`config.mk`:
```
export PLATFORM = sky130hd
export DESIGN_NAME = wb_arbiter_flat
export DESIGN_NICKNAME = d
export VERILOG_FILES = /design/src/rtl/wb_arbiter_if.sv /design/src/rtl/wb_arbiter.sv /design/src/flat_wrapper.sv
export SDC_FILE = /design/constraint.sdc
export NUM_CORES = 1
export LEC_CHECK = 0
export BUFFER_PORTS_ARGS = -buffer_cell sky130_fd_sc_hd__buf_2
export CORE_MARGIN = 1
export CORE_UTILIZATION = 55
export CTS_BUF_LIST = sky130_fd_sc_hd__clkbuf_8
export DETAILED_ROUTE_END_ITERATION = 8
export GPL_TIMING_DRIVEN = 0
export PLACE_DENSITY_LB_ADDON = 0.2
export RECOVER_POWER = 25
export SKIP_CTS_REPAIR_TIMING = 1
export SYNTH_ARGS = -nofsm -noshare
export SYNTH_HDL_FRONTEND = slang
export SYNTH_SLANG_ARGS = --single-unit
```
`constraint.sdc`:
```
create_clock -name clk -period 5.1 [get_ports clk]
set_clock_uncertainty 0.15 [all_clocks]
set_input_delay 0 -clock clk [delete_from_list [all_inputs] [get_ports clk]]
set_output_delay 0 -clock clk [all_outputs]
set_load 0.05 [all_outputs]
```
`src/rtl/wb_arbiter_if.sv`:
```
// Result-source bus for the writeback arbiter: pipeline and long-latency channels.
// The arbiter connects through the slave modport and the producers through the master modport.
interface wb_arbiter_if #(
  parameter int DATA_W = 32,
  parameter int ADDR_W = 5
);
  logic              pipe_valid;
  logic              pipe_ready;
  logic [ADDR_W-1:0] pipe_addr;
  logic [DATA_W-1:0] pipe_data;
  logic              lat_valid;
  logic              lat_ready;
  logic [ADDR_W-1:0] lat_addr;
  logic [DATA_W-1:0] lat_data;

  modport master (
    output pipe_valid, pipe_addr, pipe_data, lat_valid, lat_addr, lat_data,
    input  pipe_ready, lat_ready
  );

  modport slave (
    input  pipe_valid, pipe_addr, pipe_data, lat_valid, lat_addr, lat_data,
    output pipe_ready, lat_ready
  );
endinterface

```
`src/rtl/wb_arbiter.sv`:
```
// Writeback arbiter: merges pipeline results with FIFO-buffered long-latency results into the
// register-file write port and tracks pending long-latency destinations. WB_BYPASS_EN adds byp_* outputs.
module wb_arbiter #(
  parameter int DATA_W       = 32,
  parameter int ADDR_W       = 5,
  parameter int FIFO_DEPTH   = 2,
  parameter int STARVE_LIMIT = 3
) (
  input  logic                 clk,
  input  logic                 reset,
  wb_arbiter_if.slave          bus,
  input  logic                 issue_set,
  input  logic [ADDR_W-1:0]    issue_addr,
  output logic [2**ADDR_W-1:0] busy,
  output logic                 reg_we,
  output logic [ADDR_W-1:0]    reg_waddr,
  output logic [DATA_W-1:0]    reg_wdata
`ifdef WB_BYPASS_EN
  ,
  output logic                 byp_valid,
  output logic [ADDR_W-1:0]    byp_addr,
  output logic [DATA_W-1:0]    byp_data
`endif
);
  localparam int PTR_W = $clog2(FIFO_DEPTH);
  localparam int CNT_W = PTR_W + 1;
  localparam int STV_W = $clog2(STARVE_LIMIT + 1);
  localparam int NREG  = 2**ADDR_W;
  localparam int ENT_W = ADDR_W + DATA_W;
  localparam logic [CNT_W-1:0] DEPTH_C = CNT_W'(FIFO_DEPTH);
  localparam logic [STV_W-1:0] LIMIT_C = STV_W'(STARVE_LIMIT);

  logic [ENT_W-1:0]  mem_q [FIFO_DEPTH];
  logic [ENT_W-1:0]  mem_d [FIFO_DEPTH];
  logic [PTR_W-1:0]  wr_ptr_q, wr_ptr_d;
  logic [PTR_W-1:0]  rd_ptr_q, rd_ptr_d;
  logic [CNT_W-1:0]  count_q, count_d;
  logic [STV_W-1:0]  starve_q, starve_d;
  logic [NREG-1:0]   busy_q, busy_d;
  logic              reg_we_q, reg_we_d;
  logic [ADDR_W-1:0] reg_waddr_q, reg_waddr_d;
  logic [DATA_W-1:0] reg_wdata_q, reg_wdata_d;

  logic              empty_s, full_s, starve_hit_s;
  logic              fifo_win_s, pipe_win_s, win_valid_s, push_s;
  logic [ADDR_W-1:0] head_addr_s, win_addr_s;
  logic [DATA_W-1:0] head_data_s, win_data_s;

  assign empty_s      = (count_q == {CNT_W{1'b0}});
  assign full_s       = (count_q == DEPTH_C);
  assign head_addr_s  = mem_q[rd_ptr_q][ENT_W-1:DATA_W];
  assign head_data_s  = mem_q[rd_ptr_q][DATA_W-1:0];
  // Both readies come from state only, so neither depends on its own source's valid.
  assign starve_hit_s = !empty_s && (starve_q == LIMIT_C);
  assign fifo_win_s   = !empty_s && (starve_hit_s || !bus.pipe_valid);
  assign pipe_win_s   = bus.pipe_valid && !starve_hit_s;
  assign win_valid_s  = fifo_win_s || pipe_win_s;
  assign push_s       = bus.lat_valid && !full_s;

  assign bus.pipe_ready = !starve_hit_s;
  assign bus.lat_ready  = !full_s;
  assign busy           = busy_q;
  assign reg_we         = reg_we_q;
  assign reg_waddr      = reg_waddr_q;
  assign reg_wdata      = reg_wdata_q;

  // Winner select.
  always_comb begin
    win_addr_s = {ADDR_W{1'b0}};
    win_data_s = {DATA_W{1'b0}};
    if (fifo_win_s) begin
      win_addr_s = head_addr_s;
      win_data_s = head_data_s;
    end else begin
      win_addr_s = bus.pipe_addr;
      win_data_s = bus.pipe_data;
    end
  end

`ifdef WB_BYPASS_EN
  assign byp_valid = win_valid_s && (win_addr_s != {ADDR_W{1'b0}});
  assign byp_addr  = win_addr_s;
  assign byp_data  = win_data_s;
`endif

  // FIFO storage, pointers and occupancy.
  always_comb begin
    mem_d    = mem_q;
    wr_ptr_d = wr_ptr_q;
    rd_ptr_d = rd_ptr_q;
    count_d  = count_q;
    if (push_s) begin
      mem_d[wr_ptr_q] = {bus.lat_addr, bus.lat_data};
      wr_ptr_d        = wr_ptr_q + 1'b1;
    end else begin
      wr_ptr_d = wr_ptr_q;
    end
    if (fifo_win_s) begin
      rd_ptr_d = rd_ptr_q + 1'b1;
    end else begin
      rd_ptr_d = rd_ptr_q;
    end
    case ({push_s, fifo_win_s})
      2'b10:   count_d = count_q + 1'b1;
      2'b01:   count_d = count_q - 1'b1;
      default: count_d = count_q;
    endcase
  end

  // Starvation counter: only advances while a waiting head loses to the pipeline.
  always_comb begin
    starve_d = starve_q;
    if (empty_s || fifo_win_s) begin
      starve_d = {STV_W{1'b0}};
    end else begin
      starve_d = starve_q + 1'b1;
    end
  end

  // Scoreboard: a new issue to the same register outranks the retiring write.
  always_comb begin
    busy_d = busy_q;
    if (fifo_win_s) begin
      busy_d[head_addr_s] = 1'b0;
    end else begin
      busy_d = busy_q;
    end
    if (issue_set && (issue_addr != {ADDR_W{1'b0}})) begin
      busy_d[issue_addr] = 1'b1;
    end else begin
      busy_d[0] = 1'b0;
    end
    busy_d[0] = 1'b0;
  end

  // Register-file write stage; address 0 is consumed but never written.
  always_comb begin
    reg_we_d    = 1'b0;
    reg_waddr_d = reg_waddr_q;
    reg_wdata_d = reg_wdata_q;
    if (win_valid_s) begin
      reg_we_d    = (win_addr_s != {ADDR_W{1'b0}});
      reg_waddr_d = win_addr_s;
      reg_wdata_d = win_data_s;
    end else begin
      reg_we_d = 1'b0;
    end
  end

  // State registers.
  always_ff @(posedge clk or negedge reset) begin
    if (!reset) begin
      for (int i = 0; i < FIFO_DEPTH; i++) begin
        mem_q[i] <= {ENT_W{1'b0}};
      end
      wr_ptr_q    <= {PTR_W{1'b0}};
      rd_ptr_q    <= {PTR_W{1'b0}};
      count_q     <= {CNT_W{1'b0}};
      starve_q    <= {STV_W{1'b0}};
      busy_q      <= {NREG{1'b0}};
      reg_we_q    <= 1'b0;
      reg_waddr_q <= {ADDR_W{1'b0}};
      reg_wdata_q <= {DATA_W{1'b0}};
    end else begin
      mem_q       <= mem_d;
      wr_ptr_q    <= wr_ptr_d;
      rd_ptr_q    <= rd_ptr_d;
      count_q     <= count_d;
      starve_q    <= starve_d;
      busy_q      <= busy_d;
      reg_we_q    <= reg_we_d;
      reg_waddr_q <= reg_waddr_d;
      reg_wdata_q <= reg_wdata_d;
    end
  end
endmodule

```
`src/flat_wrapper.sv`:
```
// flat-port wrapper written by rule: the top's interface ports become plain ports
module wb_arbiter_flat 
#(
  parameter int DATA_W       = 32,
  parameter int ADDR_W       = 5,
  parameter int FIFO_DEPTH   = 2,
  parameter int STARVE_LIMIT = 3
)
  (clk, reset, issue_set, issue_addr, busy, reg_we, reg_waddr, reg_wdata, bus_pipe_valid, bus_pipe_addr, bus_pipe_data, bus_lat_valid, bus_lat_addr, bus_lat_data, bus_pipe_ready, bus_lat_ready);
  wb_arbiter_if #(.DATA_W(DATA_W), .ADDR_W(ADDR_W)) bus_i ();
  input  logic clk;
  input  logic reset;
  input  logic issue_set;
  input  logic [ADDR_W-1:0] issue_addr;
  output logic [2**ADDR_W-1:0] busy;
  output logic reg_we;
  output logic [ADDR_W-1:0] reg_waddr;
  output logic [DATA_W-1:0] reg_wdata;
  input wire logic [$bits(bus_i.pipe_valid)-1:0] bus_pipe_valid;
  input wire logic [$bits(bus_i.pipe_addr)-1:0] bus_pipe_addr;
  input wire logic [$bits(bus_i.pipe_data)-1:0] bus_pipe_data;
  input wire logic [$bits(bus_i.lat_valid)-1:0] bus_lat_valid;
  input wire logic [$bits(bus_i.lat_addr)-1:0] bus_lat_addr;
  input wire logic [$bits(bus_i.lat_data)-1:0] bus_lat_data;
  output wire logic [$bits(bus_i.pipe_ready)-1:0] bus_pipe_ready;
  output wire logic [$bits(bus_i.lat_ready)-1:0] bus_lat_ready;
  assign bus_i.pipe_valid = bus_pipe_valid;
  assign bus_i.pipe_addr = bus_pipe_addr;
  assign bus_i.pipe_data = bus_pipe_data;
  assign bus_i.lat_valid = bus_lat_valid;
  assign bus_i.lat_addr = bus_lat_addr;
  assign bus_i.lat_data = bus_lat_data;
  assign bus_pipe_ready = bus_i.pipe_ready;
  assign bus_lat_ready = bus_i.lat_ready;
  wb_arbiter #(.DATA_W(DATA_W), .ADDR_W(ADDR_W), .FIFO_DEPTH(FIFO_DEPTH), .STARVE_LIMIT(STARVE_LIMIT)) u_core (.clk(clk), .reset(reset), .bus(bus_i), .issue_set(issue_set), .issue_addr(issue_addr), .busy(busy), .reg_we(reg_we), .reg_waddr(reg_waddr), .reg_wdata(reg_wdata));
endmodule
```
==> flow_metrics.env <==
export IMPL_final_cell_count_no_fill=1028
export IMPL_initial_core_util_pct=57.45
export IMPL_fin_crit_sh_pct=51.20
export IMPL_p_leak_uw=0.004145
export IMPL_rows=39
export IMPL_antenna_left=0
export IMPL_ir_worst_vdd_v=0.0004395
export IMPL_layout_drive_gt1_share_pct=32.77
export IMPL_syn_cell_area_um2=6700
export IMPL_post_place_ws_ps=2836
export IMPL_cts_buffers=17
export IMPL_dpl_cell_area_um2=7684
export IMPL_layout_min_cycle_time_ps=2611
export IMPL_multi_input_area_um2=2743
export IMPL_dr_pass1_iters=7
export IMPL_yosys_area_top_type_share_pct=55.65
export IMPL_yosys_register_bits=149
export IMPL_slew_violations=84
export IMPL_setup_ws_ps=2489
export IMPL_reg2regPathDepth=9
export IMPL_overflow=0
export IMPL_cts_root_buf="clkbuf_8"
export IMPL_syn_inst=610
export IMPL_cts_tree="built"
export IMPL_routed_wl_um=18410
export IMPL_fin_area_um2=9004
export IMPL_worstMarginPinSlew_ps=2009
export IMPL_yosysWarningCount=0
export IMPL_syn_nets=696
export IMPL_cp_arrival_ps=2640
export IMPL_cts_buffer_depth=2
export IMPL_numPortBuffers=154
export IMPL_dieWidth_um=112.4
export IMPL_powerDensity_nw_per_um2=706.3
export IMPL_grt_pass1_vias=5516
export IMPL_die_h_um=112.4
export IMPL_io_pins=156
export IMPL_synth_distinct_cells=41
export IMPL_antenna_found_initial=0
export IMPL_clock_sinks=149
export IMPL_vias=5766
export IMPL_postLayoutCoreUtil_pct=77.20
export IMPL_diodes=0
export IMPL_cp_start_kind="input pin"
export IMPL_layout_common_cells="buf_2 (164), dfrtp_1 (149), nand2_1 (103), o21ai_0 (88), dlygate4sd3_1 (88)"
export IMPL_grt_pass1_wl_um=27110
export IMPL_dieArea_um2=12630
export IMPL_gp_congestion=0.8240
export IMPL_synthTopCellsByArea="dfrtp_1 (56%), mux2_2 (13%), o21ai_0 (6.6%)"
export IMPL_vias_per_cell=5.609
export IMPL_status="complete, but fails checks"
export IMPL_cts_reportedPaths_clkPinSlew_ps=80
export IMPL_grt_max_degree=84
export IMPL_fillers=785
export IMPL_dp_hpwl_um=11750
export IMPL_regArea_um2=3729
export IMPL_critical_path_class="in2async"
export IMPL_cp_max_fo=83
export IMPL_hold_ws_ps=-53.34
export IMPL_core_area_um2=11660
export IMPL_htree_levels=4
export IMPL_syn2layout_area_growth_pct=34.38
export IMPL_hold_class="in2async"
export IMPL_finalSetupViolations=0
export IMPL_yosysTopAreaCell="dfrtp_1"
export IMPL_grt_setup_unrepaired="false"
export IMPL_drt_iter0_drc=417
export IMPL_final_hold_viol_count=66
export IMPL_yosysSeqAreaShare_pct=55.65
export IMPL_placed_cells=908
export IMPL_remaining_drc_errors=0
export IMPL_wl_per_cell_um=17.91
export IMPL_layout_commonest_cell="buf_2"
export IMPL_slew_headroom_pct=-33.95
export IMPL_max_freq_ghz=0.3829
export IMPL_grt_usage_pct=27.95
export IMPL_worstPathRequired_ps=5130
export IMPL_fin_nets=958
export IMPL_insertion_delay_ps=470
export IMPL_syn_area_per_cell_um2=10.98
export IMPL_maxCapViolations=1
export IMPL_fin_tns_setup_ps=0
export IMPL_end_kind="asynchronous set/reset pin"
export IMPL_violations="negative hold slack, max-capacitance violations, max-slew violations"
-- routing by layer --
layer | global-route usage, % | up-vias | part of all wire, %
li1 | - | 2650 | -
met1 | 36.11 | 2854 | 42
met2 | 44.51 | 216 | 51
met3 | 6.749 | 46 | 5.0
met4 | 13.69 | 0 | 2.7
met5 | 0 | - | 0
-- final timing paths --
kind,start,end,slack [ps]
worst min-delay path,reset,u_core.reg_wdata[5],-50
min in group clk,bus_lat_data[26],u_core.mem_q[26],170
worst max-delay path,reset,u_core.busy[15],2490
worst min register to register,u_core.starve_q[0],u_core.starve_q[0],300
worst max register to register,u_core.starve_q[0],u_core.count_q[1],2800
max in group clk,u_core.starve_q[0],u_core.count_q[1],2800
-- cell type report --
class | count | share of cell area, %
flip-flops and latches | 149 | 41.41
repair buffers | 243 | 18.45
clock inverters | 13 | 2.265
multi-input cells | 419 | 30.46
clock buffers | 19 | 2.904
inverters | 1 | 0.04169
plain buffers | 41 | 2.474
well taps | 143 | 1.987
-- flip-flops by register name, indices dropped and copies added, names as in the netlist, 2 cells and up --
signal and count:
u_core.busy 31, u_core.reg_waddr 5, u_core.mem_q 74, u_core.starve_q 2, u_core.reg_wdata 32, u_core.count_q 2
-- critical path, cell delays in order --
cell	delay, ps
dlygate4sd3_1	540
buf_6	490
clkbuf_2	1520
-- power by group --
group,switching (uW),leakage [uW],internal [uW]
combinational,2090,0.00216,1060
clock,459,0.000224,606
sequential,354,0.00176,1790
total,2900,0.00414,3460
-- per-stage QoR --
| step | hold WS [ps] | total power, uW |
|---|---|---|
| 4_1_cts | -600.4 | 6270 |
| 2_1_floorplan | -445.6 | 4415 |
| 5_1_grt | -1.518 | 6689 |
| 3_3_place_gp | 93.07 | 5079 |
| 3_5_place_dp | -105.9 | 5208 |
| 6_report | -53.34 | 6360 |
-- kinds of logic (layout without fill, tap and decap cells) --
logic type / count (synthesis) / in the layout / share of synthesized area (%)
muxes: 115 / 115 / 18.64
adders and majority gates: 2 / 2 / 0.3734
other: 1 / 1 / 0.05597
and+or+nand+nor: 184 / 184 / 12.55
buffers and inverters: 42 / 317 / 3.380
AOI/OAI and AO/OA: 112 / 112 / 8.702
xor gates and xnor gates: 5 / 5 / 0.6537
DFF: 149 / 149 / 55.65
-- cells in the mapped netlist --
| master | count |
|---|---|
| nand3_1 | 37 |
| nand3_2 | 1 |
| mux2i_1 | 37 |
| nand2_2 | 1 |
| clkbuf_2 | 1 |
| nor3b_1 | 1 |
| nand2b_1 | 5 |
| nor4bb_1 | 1 |
| o32ai_2 | 1 |
| nor4_1 | 2 |
| nor2_1 | 12 |
| o21ai_0 | 88 |
| o21a_1 | 1 |
| nand2_1 | 102 |
| conb_1 | 1 |
| buf_2 | 12 |
| xor2_1 | 2 |
| dfrtp_1 | 149 |
| xnor2_1 | 3 |
| mux2_2 | 76 |
| nand4_1 | 5 |
| nor4b_1 | 2 |
| a31oi_1 | 4 |
| and4b_1 | 2 |
| nor3_1 | 4 |
| nor2b_1 | 3 |
| buf_1 | 4 |
| mux2_1 | 2 |
| buf_4 | 8 |
| ha_1 | 2 |
| o21ai_1 | 15 |
| nor2_4 | 1 |
| a21oi_1 | 2 |
| or3_1 | 1 |
| and2_1 | 2 |
| buf_6 | 3 |
| inv_1 | 1 |
| or2_1 | 1 |
| clkbuf_1 | 13 |
| nor2_2 | 1 |
| o32ai_1 | 1 |
No activity file was read; power rests on OpenSTA's default activity.
